## src/rtl/gtwizard_usrclk_pkg.sv

```systemverilog
// Shared definitions for the GT user-clock activity monitor.
// Holds the per-lane FSM encoding, lane-index helpers and counter width
// derivations used by the top level and the lane monitor.
package gtwizard_usrclk_pkg;

    // Per-lane qualification FSM encoding.
    typedef enum logic [1:0] {
        ST_DOWN    = 2'd0,
        ST_QUALIFY = 2'd1,
        ST_ACTIVE  = 2'd2
    } lane_state_e;

    // Each GT channel contributes one TX lane and one RX lane.
    localparam int unsigned LANES_PER_CHANNEL = 2;
    // TX lanes occupy the low indices, RX lanes follow.
    localparam int unsigned TX_LANE_BASE      = 0;

    // Lane index of channel ch's TX user clock.
    function automatic int unsigned tx_lane_idx(input int unsigned ch);
        return TX_LANE_BASE + ch;
    endfunction

    // Lane index of channel ch's RX user clock.
    function automatic int unsigned rx_lane_idx(input int unsigned num_ch,
                                                input int unsigned ch);
        return TX_LANE_BASE + num_ch + ch;
    endfunction

    // Bits needed to hold 0..max_val, never less than one.
    function automatic int unsigned width_for(input int unsigned max_val);
        int unsigned w;
        w = $clog2(max_val + 1);
        return (w == 0) ? 1 : w;
    endfunction

    // Edge counter width: must hold a full window of edges.
    function automatic int unsigned cnt_width(input int unsigned window_cycles);
        return width_for(window_cycles);
    endfunction

endpackage : gtwizard_usrclk_pkg

```

## src/rtl/gtwizard_usrclk_lane_monitor.sv

```systemverilog
// One-lane user-clock qualifier.
// Synchronises an asynchronous heartbeat toggle, counts both edges per
// measurement window, judges the window against the in-band limits and runs
// the DOWN/QUALIFY/ACTIVE FSM with a sticky fault flag.
// Ports:
//   clk          system clock
//   rst          synchronous active-high reset
//   heartbeat_in asynchronous heartbeat toggle from the usrclk domain
//   window_end   terminal cycle of the shared window counter
//   judge_en     terminal cycle of a window that receives a verdict
//   fault_clear  clears the fault flag (a simultaneous set wins)
//   active       lane qualified (registered)
//   fault        sticky ACTIVE->DOWN flag (registered)
//   last_count   edge count of the last judged window (registered)
module gtwizard_usrclk_lane_monitor
    import gtwizard_usrclk_pkg::*;
#(
    parameter int unsigned CNT_W        = 11,
    parameter int unsigned MIN_EDGES    = 20,
    parameter int unsigned MAX_EDGES    = 28,
    parameter int unsigned LOCK_WINDOWS = 4
) (
    input  logic             clk,
    input  logic             rst,
    input  logic             heartbeat_in,
    input  logic             window_end,
    input  logic             judge_en,
    input  logic             fault_clear,
    output logic             active,
    output logic             fault,
    output logic [CNT_W-1:0] last_count
);

    localparam int unsigned GOOD_W = width_for(LOCK_WINDOWS);
    localparam logic [CNT_W-1:0] MIN_L = CNT_W'(MIN_EDGES);
    localparam logic [CNT_W-1:0] MAX_L = CNT_W'(MAX_EDGES);

    logic              sync1_q, sync1_d;
    logic              sync2_q, sync2_d;
    logic              prev_q, prev_d;
    logic [CNT_W-1:0]  edge_cnt_q, edge_cnt_d;
    logic [CNT_W-1:0]  last_count_q, last_count_d;
    lane_state_e       state_q, state_d;
    logic [GOOD_W-1:0] good_q, good_d;
    logic              active_q, active_d;
    logic              fault_q, fault_d;

    logic              edge_c;
    logic [CNT_W-1:0]  closing_cnt_c;
    logic              good_win_c;
    logic [GOOD_W-1:0] good_inc_c;
    logic              fault_set_c;

    // Synchroniser, edge detect and saturating edge counter.
    always_comb begin
        sync1_d = heartbeat_in;
        sync2_d = sync1_q;
        prev_d  = sync2_q;
        edge_c  = sync2_q ^ prev_q;

        // An edge on the terminal cycle still belongs to the closing window.
        closing_cnt_c = edge_cnt_q;
        if (edge_c && !(&edge_cnt_q)) begin
            closing_cnt_c = edge_cnt_q + CNT_W'(1);
        end

        edge_cnt_d = window_end ? '0 : closing_cnt_c;
        good_win_c = (closing_cnt_c >= MIN_L) && (closing_cnt_c <= MAX_L);
        last_count_d = judge_en ? closing_cnt_c : last_count_q;
    end

    // Qualification FSM next state, good-window counter and fault flag.
    always_comb begin
        state_d     = state_q;
        good_d      = good_q;
        fault_set_c = 1'b0;
        good_inc_c  = good_q + GOOD_W'(1);

        if (judge_en) begin
            unique case (state_q)
                ST_DOWN: begin
                    if (good_win_c) begin
                        if (LOCK_WINDOWS <= 1) begin
                            state_d = ST_ACTIVE;
                            good_d  = '0;
                        end else begin
                            state_d = ST_QUALIFY;
                            good_d  = GOOD_W'(1);
                        end
                    end
                end
                ST_QUALIFY: begin
                    if (!good_win_c) begin
                        state_d = ST_DOWN;
                        good_d  = '0;
                    end else if (32'(good_inc_c) >= LOCK_WINDOWS) begin
                        state_d = ST_ACTIVE;
                        good_d  = '0;
                    end else begin
                        good_d  = good_inc_c;
                    end
                end
                ST_ACTIVE: begin
                    if (!good_win_c) begin
                        state_d     = ST_DOWN;
                        good_d      = '0;
                        fault_set_c = 1'b1;
                    end
                end
                default: begin
                    state_d = ST_DOWN;
                    good_d  = '0;
                end
            endcase
        end

        active_d = (state_d == ST_ACTIVE);

        // A set on the same cycle as a clear wins.
        if (fault_set_c) begin
            fault_d = 1'b1;
        end else if (fault_clear) begin
            fault_d = 1'b0;
        end else begin
            fault_d = fault_q;
        end
    end

    // State register.
    always_ff @(posedge clk) begin
        if (rst) begin
            sync1_q      <= 1'b0;
            sync2_q      <= 1'b0;
            prev_q       <= 1'b0;
            edge_cnt_q   <= '0;
            last_count_q <= '0;
            state_q      <= ST_DOWN;
            good_q       <= '0;
            active_q     <= 1'b0;
            fault_q      <= 1'b0;
        end else begin
            sync1_q      <= sync1_d;
            sync2_q      <= sync2_d;
            prev_q       <= prev_d;
            edge_cnt_q   <= edge_cnt_d;
            last_count_q <= last_count_d;
            state_q      <= state_d;
            good_q       <= good_d;
            active_q     <= active_d;
            fault_q      <= fault_d;
        end
    end

    assign active     = active_q;
    assign fault      = fault_q;
    assign last_count = last_count_q;

endmodule : gtwizard_usrclk_lane_monitor

```

## src/rtl/gtwizard_usrclk_activity_monitor.sv

```systemverilog
// Multi-channel GT user-clock activity monitor.
// Qualifies every TX and RX user clock as running and in-band by counting
// synchronised heartbeat edges over a shared SYSCLK_IN window.
// Ports:
//   SYSCLK_IN            free-running system clock
//   SOFT_RESET_IN        synchronous active-high reset
//   GT_TXHEARTBEAT_IN    per-channel TX heartbeat toggles (asynchronous)
//   GT_RXHEARTBEAT_IN    per-channel RX heartbeat toggles (asynchronous)
//   FAULT_CLEAR_IN       pulse clearing all fault bits
//   TXUSRCLK_ACTIVE_OUT  per-channel TX clock qualified
//   RXUSRCLK_ACTIVE_OUT  per-channel RX clock qualified
//   ALL_ACTIVE_OUT       every lane qualified, one cycle behind the lanes
//   FAULT_OUT            sticky per-lane dropout flags
//   LAST_COUNT_OUT       per-lane edge count of last judged window, lane 0 low
module gtwizard_usrclk_activity_monitor
    import gtwizard_usrclk_pkg::*;
#(
    parameter int unsigned NUM_CHANNELS  = 1,
    parameter int unsigned WINDOW_CYCLES = 1024,
    parameter int unsigned MIN_EDGES     = 20,
    parameter int unsigned MAX_EDGES     = 28,
    parameter int unsigned LOCK_WINDOWS  = 4,
    localparam int unsigned CNT_W        = cnt_width(WINDOW_CYCLES)
) (
    input  logic                                  SYSCLK_IN,
    input  logic                                  SOFT_RESET_IN,
    input  logic [NUM_CHANNELS-1:0]               GT_TXHEARTBEAT_IN,
    input  logic [NUM_CHANNELS-1:0]               GT_RXHEARTBEAT_IN,
    input  logic                                  FAULT_CLEAR_IN,
    output logic [NUM_CHANNELS-1:0]               TXUSRCLK_ACTIVE_OUT,
    output logic [NUM_CHANNELS-1:0]               RXUSRCLK_ACTIVE_OUT,
    output logic                                  ALL_ACTIVE_OUT,
    output logic [LANES_PER_CHANNEL*NUM_CHANNELS-1:0]       FAULT_OUT,
    output logic [LANES_PER_CHANNEL*NUM_CHANNELS*CNT_W-1:0] LAST_COUNT_OUT
);

    localparam int unsigned NUM_LANES = LANES_PER_CHANNEL * NUM_CHANNELS;
    localparam int unsigned WIN_W     = width_for(WINDOW_CYCLES - 1);
    localparam logic [WIN_W-1:0] WIN_LAST = WIN_W'(WINDOW_CYCLES - 1);

    logic [WIN_W-1:0]     win_cnt_q, win_cnt_d;
    logic                 discard_q, discard_d;
    logic                 all_active_q, all_active_d;
    logic                 term_c;
    logic                 judge_c;

    logic [NUM_LANES-1:0] lane_hb;
    logic [NUM_LANES-1:0] lane_active;
    logic [NUM_LANES-1:0] lane_fault;

    // Shared window counter and first-window discard flag.
    always_comb begin
        term_c    = (win_cnt_q == WIN_LAST);
        win_cnt_d = term_c ? '0 : win_cnt_q + WIN_W'(1);
        // Synchroniser contents are untrusted until one full window has passed.
        discard_d = term_c ? 1'b0 : discard_q;
        judge_c   = term_c && !discard_q;
        all_active_d = &lane_active;
    end

    always_ff @(posedge SYSCLK_IN) begin
        if (SOFT_RESET_IN) begin
            win_cnt_q    <= '0;
            discard_q    <= 1'b1;
            all_active_q <= 1'b0;
        end else begin
            win_cnt_q    <= win_cnt_d;
            discard_q    <= discard_d;
            all_active_q <= all_active_d;
        end
    end

    // Map channel heartbeats onto lanes and lane flags back onto channels.
    for (genvar ch = 0; ch < NUM_CHANNELS; ch++) begin : g_chan
        assign lane_hb[tx_lane_idx(ch)]               = GT_TXHEARTBEAT_IN[ch];
        assign lane_hb[rx_lane_idx(NUM_CHANNELS, ch)] = GT_RXHEARTBEAT_IN[ch];
        assign TXUSRCLK_ACTIVE_OUT[ch] = lane_active[tx_lane_idx(ch)];
        assign RXUSRCLK_ACTIVE_OUT[ch] = lane_active[rx_lane_idx(NUM_CHANNELS, ch)];
    end

    // One monitor per lane.
    for (genvar l = 0; l < NUM_LANES; l++) begin : g_lane
        gtwizard_usrclk_lane_monitor #(
            .CNT_W        (CNT_W),
            .MIN_EDGES    (MIN_EDGES),
            .MAX_EDGES    (MAX_EDGES),
            .LOCK_WINDOWS (LOCK_WINDOWS)
        ) u_lane (
            .clk          (SYSCLK_IN),
            .rst          (SOFT_RESET_IN),
            .heartbeat_in (lane_hb[l]),
            .window_end   (term_c),
            .judge_en     (judge_c),
            .fault_clear  (FAULT_CLEAR_IN),
            .active       (lane_active[l]),
            .fault        (lane_fault[l]),
            .last_count   (LAST_COUNT_OUT[l*CNT_W +: CNT_W])
        );
    end

    assign FAULT_OUT      = lane_fault;
    assign ALL_ACTIVE_OUT = all_active_q;

endmodule : gtwizard_usrclk_activity_monitor

```

## config.mk

```make
export PLATFORM = sky130hd
export DESIGN_NAME = gtwizard_usrclk_activity_monitor
export DESIGN_NICKNAME = d
export VERILOG_FILES = /design/src/rtl/gtwizard_usrclk_pkg.sv /design/src/rtl/gtwizard_usrclk_lane_monitor.sv /design/src/rtl/gtwizard_usrclk_activity_monitor.sv
export SDC_FILE = /design/constraint.sdc
export NUM_CORES = 1
export LEC_CHECK = 0
export ABC_AREA = 1
export ABC_CLOCK_PERIOD_IN_PS = 2800
export BUFFER_PORTS_ARGS = -buffer_cell sky130_fd_sc_hd__clkbuf_2
export CORE_ASPECT_RATIO = 0.8
export CORE_MARGIN = 2
export CORE_UTILIZATION = 59
export DETAILED_ROUTE_END_ITERATION = 16
export GPL_TIMING_DRIVEN = 0
export PLACE_DENSITY_LB_ADDON = 0.25
export SYNTH_ARGS = -nofsm -noshare
export SYNTH_HDL_FRONTEND = slang
export SYNTH_SLANG_ARGS = --single-unit
```

## constraint.sdc

```tcl
create_clock -name SYSCLK_IN -period 2.8 [get_ports SYSCLK_IN]
set_clock_uncertainty 0.2 [all_clocks]
set_input_delay 0.14 -clock SYSCLK_IN [delete_from_list [all_inputs] [get_ports SYSCLK_IN]]
set_output_delay 0.14 -clock SYSCLK_IN [all_outputs]
set_load 0.05 [all_outputs]
```

==> results of run 1 <==
[synthesized netlist by cell type, drive strengths merged]
cell / number / area (sq um)
nand2: 130 / 510
nor2: 97 / 407
inv: 83 / 312
dfxtp: 76 / 1520
nand3: 37 / 238
o211ai: 15 / 113
buf: 14 / 97.6
a21oi: 13 / 68.8
nand4: 13 / 81.3
o21ai: 11 / 55.1
xor2: 8 / 70.1
clkbuf: 6 / 22.5
ha: 5 / 62.6
nor3: 5 / 30.0
xnor2: 4 / 35.0
a211oi: 3 / 22.5
nand3b: 2 / 15.0
nor3b: 2 / 15.0
o21bai: 2 / 15.0
a31oi: 1 / 6.26
and3: 1 / 6.26
nor4: 1 / 6.26
[tightest hold or removal path: stages (launching register included)]
cell	delay (ps)
dfxtp_1	300
inv_1	40
nor2_1	30
[cell families (layout without fill, tap and decap cells)]
group                    after synthesis  after routing  synth area share
XOR/XNOR                              12             12            0.0283
AO/OA/AOI/OAI                         45             45            0.0755
flip-flops                            76             76             0.410
AND/OR/NAND/NOR                      288            288             0.353
buffers and inverters                103            153             0.116
adder cells (fa/ha/maj)                5              5            0.0169
[state kept, by name, indices dropped and copies added, names as in the netlist]
name and cells:
ALL_ACTIVE_OUT 1, discard_q 1, g_lane.u_lane.active 2, g_lane.u_lane.edge_cnt_q 22
g_lane.u_lane.fault 2, g_lane.u_lane.good_q 6, g_lane.u_lane.last_count 22, g_lane.u_lane.prev_d 2
g_lane.u_lane.prev_q 2, g_lane.u_lane.state_q 4, g_lane.u_lane.sync1_q 2, win_cnt_q 10
[worst min path at each step]
stage	end	slack, ps	startpoint
6_report	g_lane[1].u_lane.prev_d	210	g_lane[1].u_lane.sync1_q
5_1_grt	g_lane[0].u_lane.prev_d	240	g_lane[0].u_lane.sync1_q
4_1_cts	g_lane[1].u_lane.prev_d	210	g_lane[1].u_lane.sync1_q
3_5_place_dp	g_lane[0].u_lane.sync1_q	140	GT_TXHEARTBEAT_IN
3_3_place_gp	g_lane[1].u_lane.sync1_q	130	GT_RXHEARTBEAT_IN
2_1_floorplan	g_lane[0].u_lane.sync1_q	50	GT_TXHEARTBEAT_IN
[cell type report]
cell class / instances / area [sq um] / share of cell area
Buffer: 20 / 120 / 0.0285
Clock buffer: 10 / 138 / 0.0327
Clock inverter: 6 / 71.3 / 0.0169
Inverter: 83 / 312 / 0.0740
Multi-Input combinational cell: 350 / 1760 / 0.417
Sequential cell: 76 / 1520 / 0.361
Tap cell: 81 / 101 / 0.0241
Timing Repair Buffer: 34 / 190 / 0.0452
[through the flow]
stage | total power [mW] | std cells | setup WS [ps] | utilization
after floorplan | 1.21 | 529 | 659 | -
after global placement | 1.24 | 640 | 324 | 0.660
after detailed placement | 1.25 | 640 | 280 | 0.660
after CTS | 2.10 | 660 | 264 | 0.701
after global routing | 2.17 | 660 | 6.51 | 0.701
final | 2.09 | 660 | 245 | 0.701
[where the power goes]
| group | switching [mW] | leakage [nW] | total (mW) | internal [mW] |
|---|---|---|---|---|
| Sequential | 0.0134 | 0.615 | 1.11 | 1.09 |
| Combinational | 0.0808 | 1.26 | 0.118 | 0.0377 |
| Clock | 0.422 | 0.0995 | 0.866 | 0.443 |
[metal layers]
metal  global-route usage  vias up
li1                     -     1737
met1                0.350     1613
met2                0.426      105
met3               0.0741       11
met4               0.0654        0
met5                    0        -
[repair_timing]
action | 4_1_cts | 5_1_grt
hold endpoints to repair | 8 | 0
hold buffers | 4 | 0
endpoints found under the setup margin | 0 | 0
==> results.txt, run 1 <==
DR vias: 3466
via count of the first global-routing pass: 3172
critical path class: register to register
clock latency on the worst-skew pair: 360 ps
VDD IR max: 0.000378 V
R2R setup slack: 250 ps
I/O Buffers: 30
final estimated routing congestion in global placement: 0.935
crit-path leading delay family: simple AND/OR/NAND/NOR gates
worst hold stages: 2
Post-Syn Area: 3710 sq um
CTS sink cnt: 76
diode count: 0
endpoints failing hold: 0
FMAX: 391 MHz
Routed Antenna Nets: 0
Hold Worst Slack: 206 ps
first-pass GRT wire length: 14200 microns
Req. time, crit path: 2890 ps
Slowest cell on crit path: dfxtp_1
crit-path max FO: 9
post-CTS setup buffer count: 0
Mapped Cells: 529
core box area: 6010 sq um
RR Startpoint: g_lane[1].u_lane.edge_cnt_q[0]
slew margin rel.: 0.629
# rows: 25
Avg Synthesized Cell Area: 7.01 sq um
CP arrival: 2640 ps
met3 wire length: 538 microns
FF-to-FF path depth: 15
status: complete, no violations
Initial Util: 0.618
H-tree level count: 3
most frequent cells in the layout: nand2_1, nor2_1, inv_1, dfxtp_1, clkbuf_2
grt total ovfl: 0
top sig layer: met4
met2 wire len: 3860 microns
initial antenna violation count: 0
final setup TNS: 0 ps
# fillers: 531
HP Class: register to register
Critical path origin: g_lane[1].u_lane.edge_cnt_q[0]
wl on met1: 4060 microns
Critical Path End: g_lane[1].u_lane.good_q[1]
CP Launch Type: register
CTS Buf Count: 9
CP dominant cell by count: nand2_1
DRT Wirelength: 8540 microns
commonest non-fill, non-tap cell in the layout: nand2_1
Worst Tran Pin Value: 557 ps
Seq/Total Area, Yosys: 0.410
fin crit share: 0.912
critical path endpoint category: register
number of setup violations in the final report: 0
Clk Tree Root Cell: clkbuf_8
die width: 92.7 microns
Max Slew Vio Count: 0
critical path's largest stage delay: 430 ps
# Max-Cap Violations: 0
# DRC: 0
RSZ-0062 raised after global routing: false
die footprint: 6940 sq um
Initial DRC Count: 306
Max clock buf depth: 2
Synth Net Count: 539
CTS resizes: 0
die height: 74.9 microns
P&R area growth vs syn: 13.5%
post-synth cell types: 33
Leak: 1.97 nW
DR WL/cell: 12.9 microns
Post-DP HPWL: 6260 microns
Worst-path clk slew: 80 ps
share of layout cells above drive strength 1: 0.164
Final Cell Area: 4210 sq um
Crit path buffers/inverters: 0
critical path cell sequence: ha_1 > nand2_1 > nor2_2 > nand3_2 > nand2_2 > nor2_1 > nor2_1 > nand2_1 > nor2_2 > nand3_2 > nand2_2 > nand3_2 > nand2_1 > nand2_1 > nor2_1
gr usage total: 0.261
critical path depth: 15
largest net degree at the start of global routing: 15
vias per inst: 5.25
total number of yosys warnings: 0
CTS tree: done
Pre-Repair DR Iteration Count: 5
Ports: 32
RR Endpoint: g_lane[1].u_lane.good_q[1]
#FFs+latches synth: 76
NumNets Final: 584
Power Density: 497 nW/um^2
Area after DPL: 3960 sq um
fin crit period: 2550 ps
(Power assumes the default switching activity.)
==> run 2, diff against run 1 <==
ABC_AREA = not set   (was 1)
CORE_UTILIZATION = 58   (was 59)
==> results.txt, run 2 <==
CTS Buf Count: 9
Pre-Repair DR Iteration Count: 5
Req. time, crit path: 2890 ps
CP arrival: 2820 ps
# Max-Cap Violations: 0
area of the multi-input gates: 1820 sq um
Ports: 32
dominant synthesized flop cell: dfxtp_1
DR WL/cell: 15.3 microns
commonest non-fill, non-tap cell in the layout: dfxtp_1
ys async rst share: 0
initial antenna violation count: 0
Mapped Cells: 388
# DRC: 0
DRT Wirelength: 7930 microns
Clk Tree Root Cell: clkbuf_8
Worst-path clk slew: 80 ps
Power Density: 506 nW/um^2
die width: 89.4 microns
Initial Util: 0.609
Post-synth top cells: dfxtp_1, nor2_1, nand2_1
dpl ws: -193 ps
via count of the first global-routing pass: 2727
# rows: 24
hold path startpoint: g_lane[1].u_lane.sync1_q
NumNets Final: 447
core box area: 5560 sq um
largest net degree at the start of global routing: 14
Initial DRC Count: 220
grt total ovfl: 0
die footprint: 6470 sq um
Leak: 1.56 nW
VDD IR max: 0.000390 V
WHS Endpoint: g_lane[1].u_lane.prev_d
Post-DP HPWL: 5350 microns
Seq/Total Area, Yosys: 0.449
share of layout cells above drive strength 1: 0.192
post-synth cell types: 57
fin crit share: 0.975
largest area contributor in the netlist: dfxtp_1
critical path endpoint category: register
P&R area growth vs syn: 17.6%
H-tree level count: 3
Clk pwr share: 0.409
NetSw: 0.476 mW
diode count: 0
crit-path max FO: 9
DR vias: 2960
FF/Latch Area: 1530 sq um
worst hold stages: 1
fin crit period: 2730 ps
Total Power: 2.01 mW
sequential power share: 0.551
status: complete, no violations
Synth top area share: 0.449
Avg Synthesized Cell Area: 8.73 sq um
Post-synth EDFFs: 0
final setup margin: 69.1 ps
#FFs+latches synth: 76
CTS sink cnt: 76
Final Cell Area: 3980 sq um
most common cell in the netlist: dfxtp_1
# fillers: 436
Inst Count DP: 496
Area after DPL: 3630 sq um
fin cells: 520
CTS tree: done
number of setup violations in the final report: 0
Max clock buf depth: 2
RR Startpoint: g_lane[0].u_lane.edge_cnt_q[2]
critical path class: register to register
share of total power in combinational logic: 0.040
I/O Buffers: 30
endpoints failing hold: 0
Synth Net Count: 398
Routed Antenna Nets: 0
first-pass GRT wire length: 13200 microns
most frequent cells in the layout: dfxtp_1, nor2_1, clkbuf_2, nand2_1, a21oi_1
HP Class: register to register
RR Endpoint: g_lane[0].u_lane.active
FF-to-FF path depth: 9
slew margin rel.: 0.571
total number of yosys warnings: 0
Post-Syn Area: 3390 sq um
gr usage total: 0.267
CP Launch Type: register
Worst Tran Pin Value: 644 ps
Internal Pwr Total: 1.54 mW
Hold Worst Slack: 241 ps
Max Slew Vio Count: 0
top cells by area in the synthesized netlist: dfxtp_1, nor2_1, nand2_1
R2R setup slack: 70 ps
vias per inst: 5.69
Sw Share: 0.237
FMAX: 366 MHz
clock latency on the worst-skew pair: 350 ps
final estimated routing congestion in global placement: 0.885
die height: 72.3 microns
run 2: cell count changes in the layout (fill, tap and decap cells not counted), moves of 10 or more:
| cell | change |
|---|---|
| nand2_1 | -89 |
| inv_1 | -72 |
| o211ai_1 | -15 |
| nor2_1 | -14 |
| nand3_1 | -13 |
| a21oi_1 | +11 |
| a211oi_1 | +10 |
run 2: worst max-delay path by stage:
stage,start,endpoint,slack [ps],cells past startpoint
finish,g_lane[0].u_lane.edge_cnt_q[2],g_lane[0].u_lane.active,70,9
global route,g_lane[0].u_lane.edge_cnt_q[2],g_lane[0].u_lane.active,-60,9
CTS,win_cnt_q[0],g_lane[0].u_lane.state_q[0],10,9
detailed placement,g_lane[0].u_lane.edge_cnt_q[0],g_lane[0].u_lane.active,-190,9
global placement,g_lane[0].u_lane.edge_cnt_q[0],g_lane[0].u_lane.active,-190,9
floorplan,g_lane[1].u_lane.edge_cnt_q[0],g_lane[1].u_lane.good_q[1],220,9
run 2: repair_timing:
action,in CTS,in global routing
hold endpoints to repair,5,0
setup buffers,3,0
endpoints found under the setup margin,9,36
gates resized for setup,5,23
pin swaps,2,2
hold buffers,5,0
run 2: metrics by stage:
stage	utilization	setup TNS, ps
after floorplan	-	0
after global placement	0.654	-795
after detailed placement	0.654	-887
after CTS	0.706	0
after global routing	0.717	-111
final	0.717	0
run 2: kinds of logic (layout without fill, tap and decap cells):
kind of cell             count (synthesis)  in the layout  share of synthesized area
AO/OA/AOI/OAI                           70             70                      0.140
XOR/XNOR                                22             22                     0.0613
adder cells (fa/ha/maj)                  5              5                     0.0185
buffers and inverters                   28             82                     0.0344
flip-flops                              76             76                      0.449
multiplexers                             8              8                     0.0251
AND/OR/NAND/NOR                        179            179                      0.271
run 2: cell type report:
class,instances,share of cell area
multi-input cells,284,0.458
clock buffers,10,0.0321
repair buffers,38,0.0559
well taps,78,0.0245
plain buffers,21,0.0242
flip-flops and latches,76,0.383
clock inverters,6,0.0160
inverters,7,0.00660
run 2: power by group through the flow:
stage / logic [mW] / registers [mW] / clock network, mW
2_1_floorplan: 0.0499 / 1.13 / 0
3_3_place_gp: 0.0674 / 1.13 / 0
3_5_place_dp: 0.0706 / 1.13 / 0
4_1_cts: 0.0793 / 1.11 / 0.843
5_1_grt: 0.0902 / 1.11 / 0.879
6_report: 0.0807 / 1.11 / 0.824
run 2: metal layers:
metal	track usage	vias to the layer above	routed length [microns]
met5	0	-	0
met4	0.104	0	180
met3	0.0660	22	457
met2	0.407	89	3610
met1	0.368	1395	3680
li1	-	1454	-
run 2: critical path, cell delays in order (launching register included):
cell	delay (ps)
dfxtp_1	320
buf_2	220
and4_1	350
nand4_1	190
mux2i_1	400
nor2b_1	270
nand4_4	180
nor3_2	230
nand3_1	140
a21oi_1	160
==> run 3, diff against run 2 <==
ABC_CLOCK_PERIOD_IN_PS = not set   (was 2800)
CORE_MARGIN = not set   (was 2)
GPL_TIMING_DRIVEN = not set   (was 0)
==> results.txt, run 3 (synthesis results as in run 2) <==
Inst Count DP: 491
status: complete, no violations
via count of the first global-routing pass: 2579
DR WL/cell: 13.9 microns
dpl ws: 61.6 ps
Total Power: 1.91 mW
final setup margin: 107 ps
endpoints failing hold: 0
clock latency on the worst-skew pair: 350 ps
CP Launch Type: register
diode count: 0
Max clock buf depth: 2
CTS Buf Count: 9
FF-to-FF path depth: 9
grt total ovfl: 0
Leak: 1.54 nW
fin cells: 512
CTS sink cnt: 76
Post-DP HPWL: 4830 microns
Max Slew Vio Count: 0
share of layout cells above drive strength 1: 0.205
Crit path buffers/inverters: 1
# DRC: 0
critical path cell sequence: buf_4 > and4_1 > nand3_1 > a2111oi_0 > a311oi_4 > nand4_4 > xnor2_1 > o21ai_1 > a31o_1
CP arrival: 2750 ps
Worst-path clk slew: 80 ps
DRT Wirelength: 7110 microns
hold path startpoint: g_lane[0].u_lane.sync1_q
first-pass GRT wire length: 11900 microns
Req. time, crit path: 2850 ps
NumNets Final: 439
core box area: 5530 sq um
fin crit period: 2690 ps
initial antenna violation count: 0
RR Startpoint: g_lane[1].u_lane.edge_cnt_q[0]
die height: 70.3 microns
H-tree level count: 3
worst hold stages: 1
die footprint: 6150 sq um
R2R setup slack: 110 ps
Clk Tree Root Cell: clkbuf_8
RR Endpoint: g_lane[1].u_lane.good_q[1]
crit-path leading delay family: compound AO/OA/AOI/OAI gates
CTS tree: done
WHS Endpoint: g_lane[0].u_lane.prev_d
largest net degree at the start of global routing: 45
# Max-Cap Violations: 0
Area after DPL: 3660 sq um
Power Density: 488 nW/um^2
vias per inst: 5.46
Routed Antenna Nets: 0
Worst Tran Pin Value: 828 ps
Ports: 32
HP Class: register to register
critical path class: register to register
most frequent cells in the layout: dfxtp_1, nor2_1, nand2_1, clkbuf_2, a21oi_1
crit-path max FO: 10
DR vias: 2794
fin crit share: 0.962
gr usage total: 0.249
Final Cell Area: 3920 sq um
number of setup violations in the final report: 0
Slowest cell on crit path: a2111oi_0
die width: 87.4 microns
Initial DRC Count: 152
critical path's largest stage delay: 750 ps
VDD IR max: 0.000405 V
P&R area growth vs syn: 15.9%
critical path endpoint category: register
Initial Util: 0.613
slew margin rel.: 0.433
final estimated routing congestion in global placement: 0.878
I/O Buffers: 31
# rows: 24
FMAX: 371 MHz
Pre-Repair DR Iteration Count: 4
-- run 3: where the power goes --
part           switching [mW]  internal (mW)
clock network           0.407          0.320
logic                  0.0473         0.0332
registers              0.0129           1.09
-- run 3: cell type report --
type / instances / area [sq um]
multi-input combinational: 284 / 1790
fill: 466 / 1600
sequential: 76 / 1530
timing repair buffer: 51 / 315
clock buffer: 10 / 128
tap: 78 / 97.6
clock inverter: 6 / 41.3
inverter: 7 / 26.3
-- run 3: what timing repair did --
action	4_1_cts	5_1_grt
setup endpoints to repair	0	9
gates resized for setup	0	11
hold buffers	4	0
hold endpoints to repair	5	0
setup buffers	0	1
-- run 3: worst max-delay path by stage --
stage	start	endpoint	cells past startpoint
2_1_floorplan	g_lane[1].u_lane.edge_cnt_q[0]	g_lane[1].u_lane.good_q[1]	9
3_3_place_gp	g_lane[1].u_lane.edge_cnt_q[1]	g_lane[1].u_lane.good_q[1]	9
3_5_place_dp	g_lane[1].u_lane.edge_cnt_q[1]	g_lane[1].u_lane.good_q[1]	9
4_1_cts	g_lane[0].u_lane.edge_cnt_q[0]	g_lane[0].u_lane.active	10
5_1_grt	g_lane[1].u_lane.edge_cnt_q[0]	g_lane[1].u_lane.good_q[1]	9
6_report	g_lane[1].u_lane.edge_cnt_q[0]	g_lane[1].u_lane.good_q[1]	9
-- run 3: stage by stage --
stage | utilization | hold slack, ps | setup TNS (ps)
finish | 0.710 | 239 | 0
global route | 0.710 | 270 | -124
floorplan | - | 68.2 | 0
global placement | 0.663 | 155 | 0
CTS | 0.701 | 242 | 0
detailed placement | 0.663 | 156 | 0
-- run 3: worst reg2reg max path: cells and delay by family (launching register included) --
kind / cells / cell delay (ps)
flip-flops: 1 / 350
buffers and inverters: 1 / 140
AND/OR/NAND/NOR: 3 / 600
XOR/XNOR: 1 / 140
AO/OA/AOI/OAI: 4 / 1190
-- run 3: per-layer routing --
layer,vias to the layer above,share of wire,GRT usage
met5,-,0,0
met3,11,0.050,0.0697
met4,0,0.011,0.0911
met1,1287,0.51,0.358
li1,1436,-,-
met2,60,0.42,0.353
